--- src/rtl/snoop_bus_ctrl_pkg.sv ---
// Shared types for the snooping coherence bus controller.
// Bus FSM state encoding, word type and default geometry.
package snoop_bus_ctrl_pkg;

    typedef logic [31:0] word_t;

    typedef enum logic [2:0] {
        IDLE,
        SNOOP,
        WB,
        MEMRD,
        SUPPLY,
        DONE
    } busstate_t;

    localparam int CPUS_DEF     = 2;
    localparam int BLKWORDS_DEF = 2;

    function automatic int cnt_w(input int n);
        return (n > 1) ? $clog2(n) : 1;
    endfunction

endpackage

--- src/rtl/snoop_bus_ctrl_if.sv ---
// Cache-side and memory-side signals of the coherence bus.
// master = bus controller, slave = caches plus memory_control.
interface snoop_bus_ctrl_if
    import snoop_bus_ctrl_pkg::*;
#(
    parameter int CPUS = CPUS_DEF
);

    logic [CPUS-1:0] dREN;
    logic [CPUS-1:0] dWEN;
    logic [CPUS-1:0] cctrans;
    logic [CPUS-1:0] ccwrite;
    logic [CPUS-1:0] dwait;
    logic [CPUS-1:0] ccwait;
    logic [CPUS-1:0] ccinv;
    word_t           daddr       [CPUS];
    word_t           dstore      [CPUS];
    word_t           dload       [CPUS];
    word_t           ccsnoopaddr [CPUS];

    logic  mem_dREN;
    logic  mem_dWEN;
    logic  mem_dwait;
    word_t mem_daddr;
    word_t mem_dstore;
    word_t mem_dload;

    modport master (
        input  dREN, dWEN, cctrans, ccwrite, daddr, dstore,
        input  mem_dload, mem_dwait,
        output dwait, dload, ccwait, ccinv, ccsnoopaddr,
        output mem_dREN, mem_dWEN, mem_daddr, mem_dstore
    );

    modport slave (
        output dREN, dWEN, cctrans, ccwrite, daddr, dstore,
        output mem_dload, mem_dwait,
        input  dwait, dload, ccwait, ccinv, ccsnoopaddr,
        input  mem_dREN, mem_dWEN, mem_daddr, mem_dstore
    );

endinterface

--- src/rtl/snoop_bus_ctrl_arb.sv ---
// Two-way round-robin arbiter; the pointer names the preferred CPU
// and moves to the CPU not just served when a transaction finishes.
module snoop_rr_arb (
    input  logic       CLK,
    input  logic       nRST,
    input  logic [1:0] req,
    input  logic       advance,
    input  logic       served,
    output logic       gnt
);

    logic ptr;

    always_ff @(posedge CLK or negedge nRST) begin
        if (!nRST) begin
            ptr <= 1'b0;
        end else if (advance) begin
            ptr <= ~served;
        end
    end

    assign gnt = (req == 2'b11) ? ptr : req[1];

endmodule

--- src/rtl/snoop_bus_ctrl.sv ---
// MSI snooping bus controller for two dcaches sharing memory_control.
// Define C2C_FORWARD_EN to forward snooped M data straight to the requester.
module snoop_bus_ctrl
    import snoop_bus_ctrl_pkg::*;
#(
    parameter int CPUS     = CPUS_DEF,
    parameter int BLKWORDS = BLKWORDS_DEF
) (
    input logic              CLK,
    input logic              nRST,
    snoop_bus_ctrl_if.master bus
);

    localparam int            CW   = cnt_w(BLKWORDS);
    localparam logic [CW-1:0] LAST = CW'(BLKWORDS - 1);

    generate
        if (CPUS != 2) begin : g_bad_cpus
            $error("snoop_bus_ctrl supports exactly 2 CPUs");
        end
    endgenerate

    busstate_t       state;
    logic            r;
    logic            o;
    logic            armed;
    logic [CW-1:0]   cnt;
    logic [CPUS-1:0] ccwait_q;
    logic [CPUS-1:0] ccinv_q;
    word_t           snp_addr;
    logic [1:0]      req;
    logic            gnt;
    logic            word_done;
    logic            last_word;

    assign o         = ~r;
    assign req       = bus.cctrans | bus.dWEN;
    assign word_done = ~bus.mem_dwait;
    assign last_word = word_done && (cnt == LAST);

    snoop_rr_arb u_arb (
        .CLK     (CLK),
        .nRST    (nRST),
        .req     (req),
        .advance (state == DONE),
        .served  (r),
        .gnt     (gnt)
    );

    always_ff @(posedge CLK or negedge nRST) begin
        if (!nRST) begin
            state    <= IDLE;
            r        <= 1'b0;
            armed    <= 1'b0;
            cnt      <= '0;
            ccwait_q <= '0;
            ccinv_q  <= '0;
            snp_addr <= '0;
        end else begin
            unique case (state)
                IDLE: begin
                    cnt <= '0;
                    if (|req) begin
                        r <= gnt;
                        if (bus.cctrans[gnt]) begin
                            state           <= SNOOP;
                            armed           <= 1'b0;
                            ccwait_q[~gnt]  <= 1'b1;
                            ccinv_q[~gnt]   <= bus.ccwrite[gnt];
                            snp_addr        <= bus.daddr[gnt];
                        end else begin
                            state <= WB;
                        end
                    end
                end
                SNOOP: begin
                    // ignore the first cycle so a stale cctrans is not taken as ack
                    armed <= 1'b1;
                    if (armed && bus.cctrans[o]) begin
                        if (!bus.dREN[r]) begin
                            state    <= DONE;
                            ccwait_q <= '0;
                            ccinv_q  <= '0;
                        end else if (bus.ccwrite[o]) begin
                            state <= SUPPLY;
                        end else begin
                            state <= MEMRD;
                        end
                    end
                end
                WB, MEMRD: begin
                    if (word_done) begin
                        cnt <= cnt + CW'(1);
                    end
                    if (last_word) begin
                        cnt      <= '0;
                        state    <= DONE;
                        ccwait_q <= '0;
                        ccinv_q  <= '0;
                    end
                end
                SUPPLY: begin
                    if (word_done) begin
                        cnt <= cnt + CW'(1);
                    end
                    if (last_word) begin
                        cnt <= '0;
`ifdef C2C_FORWARD_EN
                        state    <= DONE;
                        ccwait_q <= '0;
                        ccinv_q  <= '0;
`else
                        state <= MEMRD;
`endif
                    end
                end
                DONE: begin
                    state    <= IDLE;
                    cnt      <= '0;
                    ccwait_q <= '0;
                    ccinv_q  <= '0;
                end
                default: begin
                    state <= IDLE;
                end
            endcase
        end
    end

    always_comb begin
        bus.dwait      = '1;
        bus.ccwait     = ccwait_q;
        bus.ccinv      = ccinv_q;
        bus.mem_dREN   = 1'b0;
        bus.mem_dWEN   = 1'b0;
        bus.mem_daddr  = '0;
        bus.mem_dstore = '0;
        for (int i = 0; i < CPUS; i++) begin
            bus.dload[i]       = '0;
            bus.ccsnoopaddr[i] = ccwait_q[i] ? snp_addr : '0;
        end
        case (state)
            WB: begin
                bus.mem_dWEN   = 1'b1;
                bus.mem_daddr  = bus.daddr[r];
                bus.mem_dstore = bus.dstore[r];
                bus.dwait[r]   = bus.mem_dwait;
            end
            MEMRD: begin
                bus.mem_dREN  = 1'b1;
                bus.mem_daddr = bus.daddr[r];
                bus.dload[r]  = bus.mem_dload;
                bus.dwait[r]  = bus.mem_dwait;
            end
            SUPPLY: begin
                bus.mem_dWEN   = 1'b1;
                bus.mem_daddr  = bus.daddr[o];
                bus.mem_dstore = bus.dstore[o];
                bus.dwait[o]   = bus.mem_dwait;
`ifdef C2C_FORWARD_EN
                bus.dload[r] = bus.dstore[o];
                bus.dwait[r] = bus.mem_dwait;
`endif
            end
            default: begin
            end
        endcase
    end

endmodule
--- src/flat_wrapper.sv ---
// flat-port wrapper written by rule: the top's interface ports become plain ports
module snoop_bus_ctrl_flat import snoop_bus_ctrl_pkg::*;
#(
    parameter int CPUS     = CPUS_DEF,
    parameter int BLKWORDS = BLKWORDS_DEF
)
  (CLK, nRST, bus_dREN, bus_dWEN, bus_cctrans, bus_ccwrite, bus_daddr, bus_dstore, bus_mem_dload, bus_mem_dwait, bus_dwait, bus_dload, bus_ccwait, bus_ccinv, bus_ccsnoopaddr, bus_mem_dREN, bus_mem_dWEN, bus_mem_daddr, bus_mem_dstore);
  snoop_bus_ctrl_if #(.CPUS(CPUS)) bus_i ();
  input logic CLK;
  input logic nRST;
  input wire logic [$bits(bus_i.dREN)-1:0] bus_dREN;
  input wire logic [$bits(bus_i.dWEN)-1:0] bus_dWEN;
  input wire logic [$bits(bus_i.cctrans)-1:0] bus_cctrans;
  input wire logic [$bits(bus_i.ccwrite)-1:0] bus_ccwrite;
  input wire logic [$bits(bus_i.daddr)-1:0] bus_daddr;
  input wire logic [$bits(bus_i.dstore)-1:0] bus_dstore;
  input wire logic [$bits(bus_i.mem_dload)-1:0] bus_mem_dload;
  input wire logic [$bits(bus_i.mem_dwait)-1:0] bus_mem_dwait;
  output wire logic [$bits(bus_i.dwait)-1:0] bus_dwait;
  output wire logic [$bits(bus_i.dload)-1:0] bus_dload;
  output wire logic [$bits(bus_i.ccwait)-1:0] bus_ccwait;
  output wire logic [$bits(bus_i.ccinv)-1:0] bus_ccinv;
  output wire logic [$bits(bus_i.ccsnoopaddr)-1:0] bus_ccsnoopaddr;
  output wire logic [$bits(bus_i.mem_dREN)-1:0] bus_mem_dREN;
  output wire logic [$bits(bus_i.mem_dWEN)-1:0] bus_mem_dWEN;
  output wire logic [$bits(bus_i.mem_daddr)-1:0] bus_mem_daddr;
  output wire logic [$bits(bus_i.mem_dstore)-1:0] bus_mem_dstore;
  assign bus_i.dREN = bus_dREN;
  assign bus_i.dWEN = bus_dWEN;
  assign bus_i.cctrans = bus_cctrans;
  assign bus_i.ccwrite = bus_ccwrite;
  assign bus_i.daddr = {>>{bus_daddr}};
  assign bus_i.dstore = {>>{bus_dstore}};
  assign bus_i.mem_dload = bus_mem_dload;
  assign bus_i.mem_dwait = bus_mem_dwait;
  assign bus_dwait = bus_i.dwait;
  assign bus_dload = {>>{bus_i.dload}};
  assign bus_ccwait = bus_i.ccwait;
  assign bus_ccinv = bus_i.ccinv;
  assign bus_ccsnoopaddr = {>>{bus_i.ccsnoopaddr}};
  assign bus_mem_dREN = bus_i.mem_dREN;
  assign bus_mem_dWEN = bus_i.mem_dWEN;
  assign bus_mem_daddr = bus_i.mem_daddr;
  assign bus_mem_dstore = bus_i.mem_dstore;
  snoop_bus_ctrl #(.CPUS(CPUS), .BLKWORDS(BLKWORDS)) u_core (.CLK(CLK), .nRST(nRST), .bus(bus_i));
endmodule
--- config.mk ---
export PLATFORM = sky130hd
export DESIGN_NAME = snoop_bus_ctrl_flat
export DESIGN_NICKNAME = d
export VERILOG_FILES = /design/src/rtl/snoop_bus_ctrl_pkg.sv /design/src/rtl/snoop_bus_ctrl_if.sv /design/src/rtl/snoop_bus_ctrl_arb.sv /design/src/rtl/snoop_bus_ctrl.sv /design/src/flat_wrapper.sv
export SDC_FILE = /design/constraint.sdc
export NUM_CORES = 1
export LEC_CHECK = 0
export ABC_AREA = 1
export ABC_CLOCK_PERIOD_IN_PS = 3500
export BUFFER_PORTS_ARGS = -buffer_cell sky130_fd_sc_hd__buf_2
export CORE_AREA = 8 8 136 138
export CTS_BUF_LIST = sky130_fd_sc_hd__clkbuf_16
export DETAILED_ROUTE_END_ITERATION = 6
export DIE_AREA = 0 0 144 146
export GPL_TIMING_DRIVEN = 1
export PLACE_DENSITY = 0.67
export SETUP_SLACK_MARGIN = 0.3
export SLEW_MARGIN = 40
export SYNTH_ARGS = -nofsm -noshare
export SYNTH_HDL_FRONTEND = slang
export SYNTH_SLANG_ARGS = --single-unit
--- constraint.sdc ---
create_clock -name CLK -period 3.5 [get_ports CLK]
set_input_delay 0.175 -clock CLK [delete_from_list [all_inputs] [get_ports CLK]]
set_output_delay 0.175 -clock CLK [all_outputs]
set_load 0.1 [all_outputs]
==> results of run 1 <==
## state kept, by name, indices dropped and copies added (netlist names)
name and cells:
u_core.armed 1, u_core.bus.ccinv 2, u_core.bus.ccwait 2, u_core.cnt 1
u_core.r 1, u_core.snp_addr 32, u_core.state 3, u_core.u_arb.ptr 1
## metrics by stage
step | cell area, um2 | worst slack, ns
floorplan | 4200 | 0.347
global placement | 6130 | 1.05
detailed placement | 6150 | 1.20
CTS | 6300 | 0.880
global route | 6320 | 0.756
finish | 6320 | 0.918
## logic make-up (layout without fill, tap and decap cells)
kind of cell           Yosys count  count (layout)  synth area share
AND/OR/NAND/NOR                462             462             0.450
buffers and inverters          192             537             0.193
AO/OA/AOI/OAI                   80              80             0.102
flip-flops                      43              43             0.256
other                            0               2                 0
## per-layer routing
layer	part of all wire	track usage
met1	0.38	0.207
met2	0.50	0.343
met3	0.10	0.0584
met4	0.021	0.0531
met5	0.0010	0
## cells in the final DEF, fill, tap and decap left out, types with 2 or more instances in the layout
master and instances:
buf_2 369, nand2_1 333, inv_1 144, nor2_1 69
dfrtp_1 42, o21ai_0 41, nand3_1 40, o21ai_1 33
buf_4 8, nand2_2 6, inv_2 5, clkbuf_16 5
nand2_4 4, nor2_4 3, a21oi_1 3, nand4_1 3
diode_2 2, nand3_2 2, o21ai_4 2, buf_8 2
## cell type report
| class | instances | area (um2) |
|---|---|---|
| antenna | 2 | 5.00 |
| clock buffer | 5 | 125 |
| clock inverter | 3 | 16.3 |
| fill | 1804 | 9960 |
| inverter | 149 | 562 |
| multi-input combinational | 542 | 2320 |
| sequential | 43 | 1080 |
| tap | 220 | 275 |
| timing repair buffer | 380 | 1950 |
## synthesized netlist by cell type, types with 3 or more instances
master,count
nand3_1,40
buf_6,3
clkbuf_1,11
o21ai_0,41
a21oi_1,3
o21ai_1,33
nand2_4,4
nand2_2,5
inv_2,5
buf_2,18
inv_1,143
nor2_4,3
buf_4,11
nand2_1,334
nor2_1,69
dfrtp_1,43
nand4_1,3
## worst register-to-register path, cell delays in order (launching register included)
cell and delay, ns:
dfrtp_1 0.44, nor2_4 0.17, nand2_2 0.10, inv_2 0.12
nand2_4 0.24, inv_2 0.54, nand2_1 0.15, nand2_1 0.08
## final timing paths
check / from / endpoint / slack, ns / cells after the start
setup / recovery: u_core.r$_DFFE_PN0P_ / bus_mem_daddr[8] / 0.92 / 6
hold / removal: bus_ccwrite[1] / u_core.bus.ccinv[0]$_DFFE_PN0P_ / 0.19 / 3
setup reg to reg: u_core.state[0]$_DFFE_PN0P_ / u_core.snp_addr[24]$_DFFE_PN0P_ / 1.60 / 7
hold reg to reg: u_core.bus.ccinv[0]$_DFFE_PN0P_ / u_core.bus.ccinv[0]$_DFFE_PN0P_ / 0.48 / 2
max in group asynchronous: nRST / u_core.bus.ccwait[0]$_DFFE_PN0P_ / 2.62 / 2
min in group asynchronous: nRST / u_core.snp_addr[15]$_DFFE_PN0P_ / 0.42 / 2
## what timing repair did
| action | CTS | global route |
|---|---|---|
| hold endpoints to repair | 43 | 0 |
| hold buffers | 1 | 0 |
| resized for setup | 0 | 0 |
==> results_dict.tcl, run 1 <==
set metrics [dict create \
    cts.path.max_buffers 2 \
    die_area_um2 21000 \
    yosysTopAreaCellShare 0.298 \
    status "finished clean" \
    wirelength_um 21000 \
    rsz0062_at_grt "false" \
    clock_sink_count 43 \
    post_cts.repair.setup_buffers 0 \
    synth_seq_area_share 0.256 \
    port-buffer-count 370 \
    ant_nets 0 \
    dpl.cell_count 1332 \
    worst_hold_slack_ns 0.188 \
    final_hold_viol_count 0 \
    wl_per_cell_um 15.6 \
    synth.area.top_cells "nand2_1, dfrtp_1, inv_1" \
    drive_gt1_frac 0.368 \
    relSlewSlack 0.576 \
    gr-usage-all-layers 0.190 \
    place_congestion 0.948 \
    critPathMaxFanout 32 \
    grt_pass1_wl_um 31500 \
    root_buffer "clkbuf_16" \
    cp_top_family "buffers and inverters" \
    synthDominantAreaCellType "nand2_1" \
    setup_violations 0 \
    worst_ep_arrival_time_ns 2.41 \
    drv_slew 0 \
    max_stage_delay_ns 0.65 \
    vias 5859 \
    ys_ff_latch 43 \
    period_needed_ns 2.58 \
    synthCells 777 \
    syn_area_per_cell_um2 5.41 \
    yosysWarnings 0 \
    finalCritPeriodShare 0.738 \
    start_kind "flip-flop" \
    pin_count 371 \
    endpoint_kind "output pin" \
    synthFlopType "dfrtp_1" \
    crit_buf_inv 3 \
    cts.htree.levels 2 \
    area_growth_pct 50.6 \
    antenna_found_initial 5 \
    firstDrtPassIters 5 \
    ys_types 23 \
    cts_tree "built" \
    cts_buffers 5 \
    holdCritPathClass "input port to flip-flop" \
    async_flop_share 1.00 \
    fp-row-count 47 \
    routed_via_density 4.36 \
    dr.first_iter.drc_count 208 \
    grt_pass1_vias 5752 \
    worstSkewPairLatency_ns 0.29 \
    hpwl_um 17400 \
    cap_violations 0 \
    synth_nets 948 \
    fin_cells 1344 \
    synth-edff-count 0 \
    initial_core_util 0.258 \
    syn_area_um2 4200 \
    die_w_um 144 \
    grt_max_degree 69 \
    nets 1292 \
    fmax_mhz 387 \
    tns_ns 0 \
    path_class "flip-flop to output pin" \
    utilization 0.388 \
    clk_pin_slew_ns 0.06 \
    grt_overflow 0 \
    drc_errors 0 \
    worst_pin_slew_ns 0.634 \
    crit_slowest_cell "dfrtp_1" \
    path_cells "inv_1 -> nand2_2 -> o21ai_2 -> buf_4 -> o21ai_1 -> buf_2" \
    die_h_um 146 \
    critical_path_required_ns 3.32 \
    skew_ns 0.00720 \
    coreArea_um2 16300 \
]
Power of run 1 is left out: the tool's default activity adds up to more than one toggle a clock period on the data nets, which glitch-free logic cannot reach.
==> run 2, diff against run 1 <==
--- a/config.mk
+++ b/config.mk
@@ -5,15 +5,15 @@
 export SDC_FILE = /design/constraint.sdc
 export NUM_CORES = 1
 export LEC_CHECK = 0
-export ABC_AREA = 1
-export ABC_CLOCK_PERIOD_IN_PS = 3500
+export ABC_AREA = 0
+export ABC_CLOCK_PERIOD_IN_PS = 2700
 export BUFFER_PORTS_ARGS = -buffer_cell sky130_fd_sc_hd__buf_2
-export CORE_AREA = 8 8 136 138
+export CORE_AREA = 8 8 137 139
 export CTS_BUF_LIST = sky130_fd_sc_hd__clkbuf_16
 export DETAILED_ROUTE_END_ITERATION = 6
-export DIE_AREA = 0 0 144 146
+export DIE_AREA = 0 0 145 147
 export GPL_TIMING_DRIVEN = 1
-export PLACE_DENSITY = 0.67
+export PLACE_DENSITY = 0.63
 export SETUP_SLACK_MARGIN = 0.3
 export SLEW_MARGIN = 40
 export SYNTH_ARGS = -nofsm -noshare
==> constraint.sdc (replaced) <==
create_clock -name CLK -period 2.7 [get_ports CLK]
set_input_delay 0.135 -clock CLK [delete_from_list [all_inputs] [get_ports CLK]]
set_output_delay 0.135 -clock CLK [all_outputs]
set_load 0.1 [all_outputs]
==> results_dict.tcl, run 2 <==
set metrics [dict create \
    place_congestion 0.874 \
    critPathMaxFanout 26 \
    nets 1019 \
    die_w_um 145 \
    largest_register_ff_count 32 \
    tns_ns 0 \
    endpoint_kind "output pin" \
    rsz0062_at_grt "true" \
    syn_area_per_cell_um2 7.59 \
    r2r_slack_ns 0.77 \
    hpwl_um 16500 \
    ys_types 44 \
    cp_top_family "simple AND/OR/NAND/NOR gates" \
    synth_seq_area_share 0.285 \
    relSlewSlack 0.615 \
    synthDominantAreaCellType "dfrtp_1" \
    finalCritPeriodShare 0.858 \
    ys_ff_latch 43 \
    hp-start "bus_daddr[23]" \
    min_to "u_core.snp_addr[23]$_DFFE_PN0P_" \
    antenna_found_initial 0 \
    period_needed_ns 2.32 \
    timing.rr.end "u_core.bus.ccinv[0]$_DFFE_PN0P_" \
    gr-usage-all-layers 0.173 \
    syn_area_um2 3780 \
    vias 5074 \
    path_class "flip-flop to output pin" \
    crit_slowest_cell "dfrtp_2" \
    worst_ep_arrival_time_ns 2.18 \
    wirelength_um 19600 \
    grt_pass1_vias 5231 \
    max_stage_delay_ns 0.48 \
    synthCells 498 \
    area_growth_pct 112 \
    cts.path.max_buffers 2 \
    coreArea_um2 16800 \
    skew_ns 0.00478 \
    regMostFlops "u_core.snp_addr" \
    synth_nets 669 \
    yosys.cell_count.top_type "and2_1" \
    worst_pin_slew_ns 0.578 \
    firstDrtPassIters 4 \
    drv_slew 0 \
    yosysTopAreaCellShare 0.285 \
    r2r_start "u_core.state[0]$_DFFE_PN0P_" \
    drive_gt1_frac 0.523 \
    synth.area.top_cells "dfrtp_1, and2_1, a22o_1" \
    synthFlopType "dfrtp_1" \
    ant_nets 0 \
    cts_buffers 5 \
    antenna_cells 0 \
    worstSkewPairLatency_ns 0.28 \
    wl_per_cell_um 18.2 \
    crit_buf_inv 3 \
    cts_tree "built" \
    grt_pass1_wl_um 30000 \
    largestRegisters "u_core.snp_addr x32, u_core.state x3" \
    holdCritPathClass "input port to flip-flop" \
    multiInputGateArea_um2 2560 \
    status "finished clean" \
    path_cells "nand2b_4 -> or2_2 -> o21ai_4 -> buf_4 -> buf_12 -> a22o_1 -> buf_12" \
    fp-row-count 48 \
    drc_errors 0 \
    yosysWarnings 0 \
    final_common_cell "buf_2" \
    setup_violations 0 \
    final_hold_viol_count 0 \
    fmax_mhz 431 \
    root_buffer "clkbuf_16" \
    start_kind "flip-flop" \
    initial_core_util 0.226 \
    grt_overflow 0 \
    seq_area_um2 1080 \
    dr.first_iter.drc_count 235 \
    clk_pin_slew_ns 0.06 \
    rr_worst_depth 6 \
    synth-edff-count 0 \
    die_area_um2 21300 \
    critical_path_required_ns 2.57 \
    cts.htree.levels 2 \
    hold_depth 3 \
    cp_common_cell "buf_12" \
    pin_count 371 \
    port-buffer-count 370 \
    die_h_um 147 \
    routed_via_density 4.72 \
    fillerInstances 1569 \
    cap_violations 0 \
    mostFrequentLayoutCells "buf_2, buf_12, and2_1" \
    yosys-top-cells-count "and2_1, nand2_1, a22o_1" \
    async_flop_share 1.00 \
    grt_max_degree 65 \
    clock_sink_count 43 \
    critPathLaunch "u_core.state[1]$_DFFE_PN0P_" \
]
run 2: changes by cell type in the layout (fill, tap and decap cells not counted), moves of 38 or more:
cell	previous run	this run
a22o_1	0	64
and2_1	0	97
buf_12	0	125
buf_2	369	241
inv_1	144	1
nand2_1	333	73
nand3_1	40	2
run 2: kinds of logic (layout without fill, tap and decap cells):
kind of cell	after synthesis	in the layout	share of synthesized area
flops	43	43	0.285
simple gates	276	276	0.385
buf+inv	46	397	0.0566
compound gates	130	130	0.264
mux	3	3	0.00927
run 2: worst reg2reg max path, delay by kind of cell (launching register included):
| family | cells | cell delay (ns) |
|---|---|---|
| AOI/OAI and AO/OA | 3 | 0.62 |
| buffers and inverters | 1 | 0.21 |
| and+or+nand+nor | 2 | 0.64 |
| DFF | 1 | 0.35 |
run 2: repair_timing:
item | CTS | global route
endpoints found under the setup margin | 35 | 96
endpoints found under the hold margin | 43 | 0
buffers inserted | 4 | 0
hold buffers | 1 | 0
gates resized for setup | 10 | 5
run 2: per-layer routing:
metal  part of all wire  global-route usage  wire length [um]  up-vias
met5                  0                   0                 0        -
met4              0.024              0.0537               463        0
met3              0.076              0.0501              1480       26
met2               0.53               0.327             10300      253
met1               0.37               0.181              7290     2357
li1                   -                   -                 -     2438
run 2: final cells by class:
type,instances,area share
inverters,1,0.000469
multi-input cells,409,0.320
clock inverters,3,0.00844
well taps,225,0.0352
flip-flops and latches,43,0.135
repair buffers,388,0.485
clock buffers,5,0.0156
run 2: metrics by stage:
step           instances  hold slack, ns  setup slack [ns]   util  instance area (um2)
2_1_floorplan        498          -0.161             0.317      -                 3820
3_3_place_gp        1061           0.370             0.445  0.461                 7720
3_5_place_dp        1061           0.180             0.372  0.461                 7730
4_1_cts             1074           0.104             0.300  0.477                 7990
5_1_grt             1074           0.118             0.293  0.478                 8010
6_report            1074           0.108             0.382  0.478                 8010
run 2: worst max path at each step:
| stage | endpoint | slack, ns | depth (start not counted) |
|---|---|---|---|
| final | bus_mem_daddr[15] | 0.38 | 7 |
| after global routing | bus_mem_dstore[8] | 0.29 | 8 |
| after CTS | bus_mem_daddr[15] | 0.30 | 6 |
| after detailed placement | bus_mem_daddr[15] | 0.37 | 6 |
| after global placement | bus_mem_daddr[15] | 0.45 | 6 |
| after floorplan | bus_mem_daddr[0] | 0.32 | 6 |
Power of run 2 is left out for the same reason.
==> run 3, diff against run 2 <==
--- a/config.mk
+++ b/config.mk
@@ -8,12 +8,13 @@
 export ABC_AREA = 0
 export ABC_CLOCK_PERIOD_IN_PS = 2700
 export BUFFER_PORTS_ARGS = -buffer_cell sky130_fd_sc_hd__buf_2
-export CORE_AREA = 8 8 137 139
+export CAP_MARGIN = 30
+export CORE_AREA = 10 10 136 138
 export CTS_BUF_LIST = sky130_fd_sc_hd__clkbuf_16
 export DETAILED_ROUTE_END_ITERATION = 6
-export DIE_AREA = 0 0 145 147
+export DIE_AREA = 0 0 146 148
 export GPL_TIMING_DRIVEN = 1
-export PLACE_DENSITY = 0.63
+export PLACE_DENSITY = 0.65
 export SETUP_SLACK_MARGIN = 0.3
 export SLEW_MARGIN = 40
 export SYNTH_ARGS = -nofsm -noshare
==> constraint.sdc (replaced) <==
create_clock -name CLK -period 2.7 [get_ports CLK]
set_input_delay 0.54 -clock CLK [delete_from_list [all_inputs] [get_ports CLK]]
set_output_delay 0.54 -clock CLK [all_outputs]
set_load 0.1 [all_outputs]
==> results_dict.tcl, run 3 (synthesized netlist as in run 2, its figures left out) <==
set metrics [dict create \
    wl_per_cell_um 22.3 \
    max_stage_delay_ns 0.47 \
    fmax_mhz 395 \
    final_hold_viol_count 0 \
    status "finished clean" \
    setup_violations 0 \
    cts_tree "built" \
    regMostFlops "u_core.snp_addr" \
    worst_pin_slew_ns 0.593 \
    skew_ns 0.00991 \
    dr.first_iter.drc_count 293 \
    cts.path.max_buffers 2 \
    worst_ep_arrival_time_ns 1.99 \
    fillerInstances 1261 \
    clk_pin_slew_ns 0.06 \
    root_buffer "clkbuf_16" \
    drc_errors 0 \
    dpl.cell_count 1057 \
    port-buffer-count 370 \
    critPathMaxFanout 8 \
    crit_buf_inv 2 \
    relSlewSlack 0.604 \
    antenna_found_initial 6 \
    crit_slowest_cell "dfrtp_2" \
    grt_max_degree 65 \
    multiInputGateArea_um2 3330 \
    die_w_um 146 \
    clock_sink_count 43 \
    path_cells "nand2b_4 -> mux2_4 -> nor2_4 -> bufbuf_16 -> a22o_2 -> buf_12" \
    endpoint_kind "output pin" \
    path_depth 6 \
    cts_buffers 5 \
    mostFrequentLayoutCells "buf_2, buf_12, and2_2" \
    largest_register_ff_count 32 \
    fin_cells 1108 \
    worstSkewPairLatency_ns 0.29 \
    pin_count 371 \
    grt_pass1_vias 5256 \
    path_class "flip-flop to output pin" \
    gr-usage-all-layers 0.198 \
    period_needed_ns 2.53 \
    cp_top_family "buffers and inverters" \
    coreArea_um2 15700 \
    finalCritPeriodShare 0.937 \
    vias 5399 \
    start_kind "flip-flop" \
    largestRegisters "u_core.snp_addr x32, u_core.state x3" \
    grt_pass1_wl_um 33700 \
    fp-row-count 46 \
    firstDrtPassIters 4 \
    initial_core_util 0.241 \
    drive_gt1_frac 0.727 \
    holdCritPathClass "input port to async pin" \
    place_congestion 0.877 \
    ant_nets 0 \
    area_growth_pct 152 \
    seq_area_um2 1080 \
    drv_slew 0 \
    final_common_cell "buf_2" \
    hpwl_um 18600 \
    nets 1056 \
    routed_via_density 4.87 \
    worst_hold_slack_ns 0.333 \
    cap_violations 0 \
    die_h_um 148 \
    rsz0062_at_grt "true" \
    rr_worst_depth 6 \
    cts.htree.levels 2 \
    die_area_um2 21600 \
    critical_path_required_ns 2.16 \
    grt_overflow 0 \
    wirelength_um 24700 \
]
[run 3: path summary, 6_finish.rpt]
path | from | end | slack [ns]
min reg2reg | u_core.bus.ccinv[1]$_DFFE_PN0P_ | u_core.bus.ccinv[1]$_DFFE_PN0P_ | 0.50
max in group asynchronous | nRST | u_core.state[2]$_DFFE_PN0P_ | 1.92
max reg2reg | u_core.r$_DFFE_PN0P_ | u_core.bus.ccinv[0]$_DFFE_PN0P_ | 0.64
min in group CLK | u_core.bus.ccinv[1]$_DFFE_PN0P_ | u_core.bus.ccinv[1]$_DFFE_PN0P_ | 0.50
min | nRST | u_core.snp_addr[9]$_DFFE_PN0P_ | 0.33
max | u_core.state[2]$_DFFE_PN0P_ | bus_mem_dstore[12] | 0.17
[run 3: cell type report]
class,instances,share of cell area
repair buffers,425,0.487
multi-input cells,409,0.350
flip-flops and latches,43,0.113
well taps,216,0.0284
clock buffers,5,0.0131
clock inverters,3,0.00670
diodes,6,0.00158
inverters,1,0.000394
[run 3: metal layers]
metal / global-route usage / share of wire
met1: 0.213 / 0.37
met4: 0.0315 / 0.012
met2: 0.366 / 0.54
met3: 0.0772 / 0.082
met5: 0 / 0.00028
[run 3: stage by stage]
stage          instance area (um2)  setup TNS (ns)  worst slack [ns]  utilization
2_1_floorplan                 4300          -0.836           -0.0557            -
3_3_place_gp                  8350               0             0.468        0.532
3_5_place_dp                  8360               0             0.429        0.532
4_1_cts                       8840               0             0.185        0.563
5_1_grt                       9510               0            0.0669        0.606
6_report                      9520               0             0.170        0.606
[run 3: timing repair]
action | CTS | global route
hold buffers | 0 | 0
endpoints found under the setup margin | 121 | 130
cloned | 5 | 12
buffers inserted | 10 | 10
gates resized for setup | 21 | 85
pin swaps | 3 | 43
Power of run 3 is left out for the same reason.
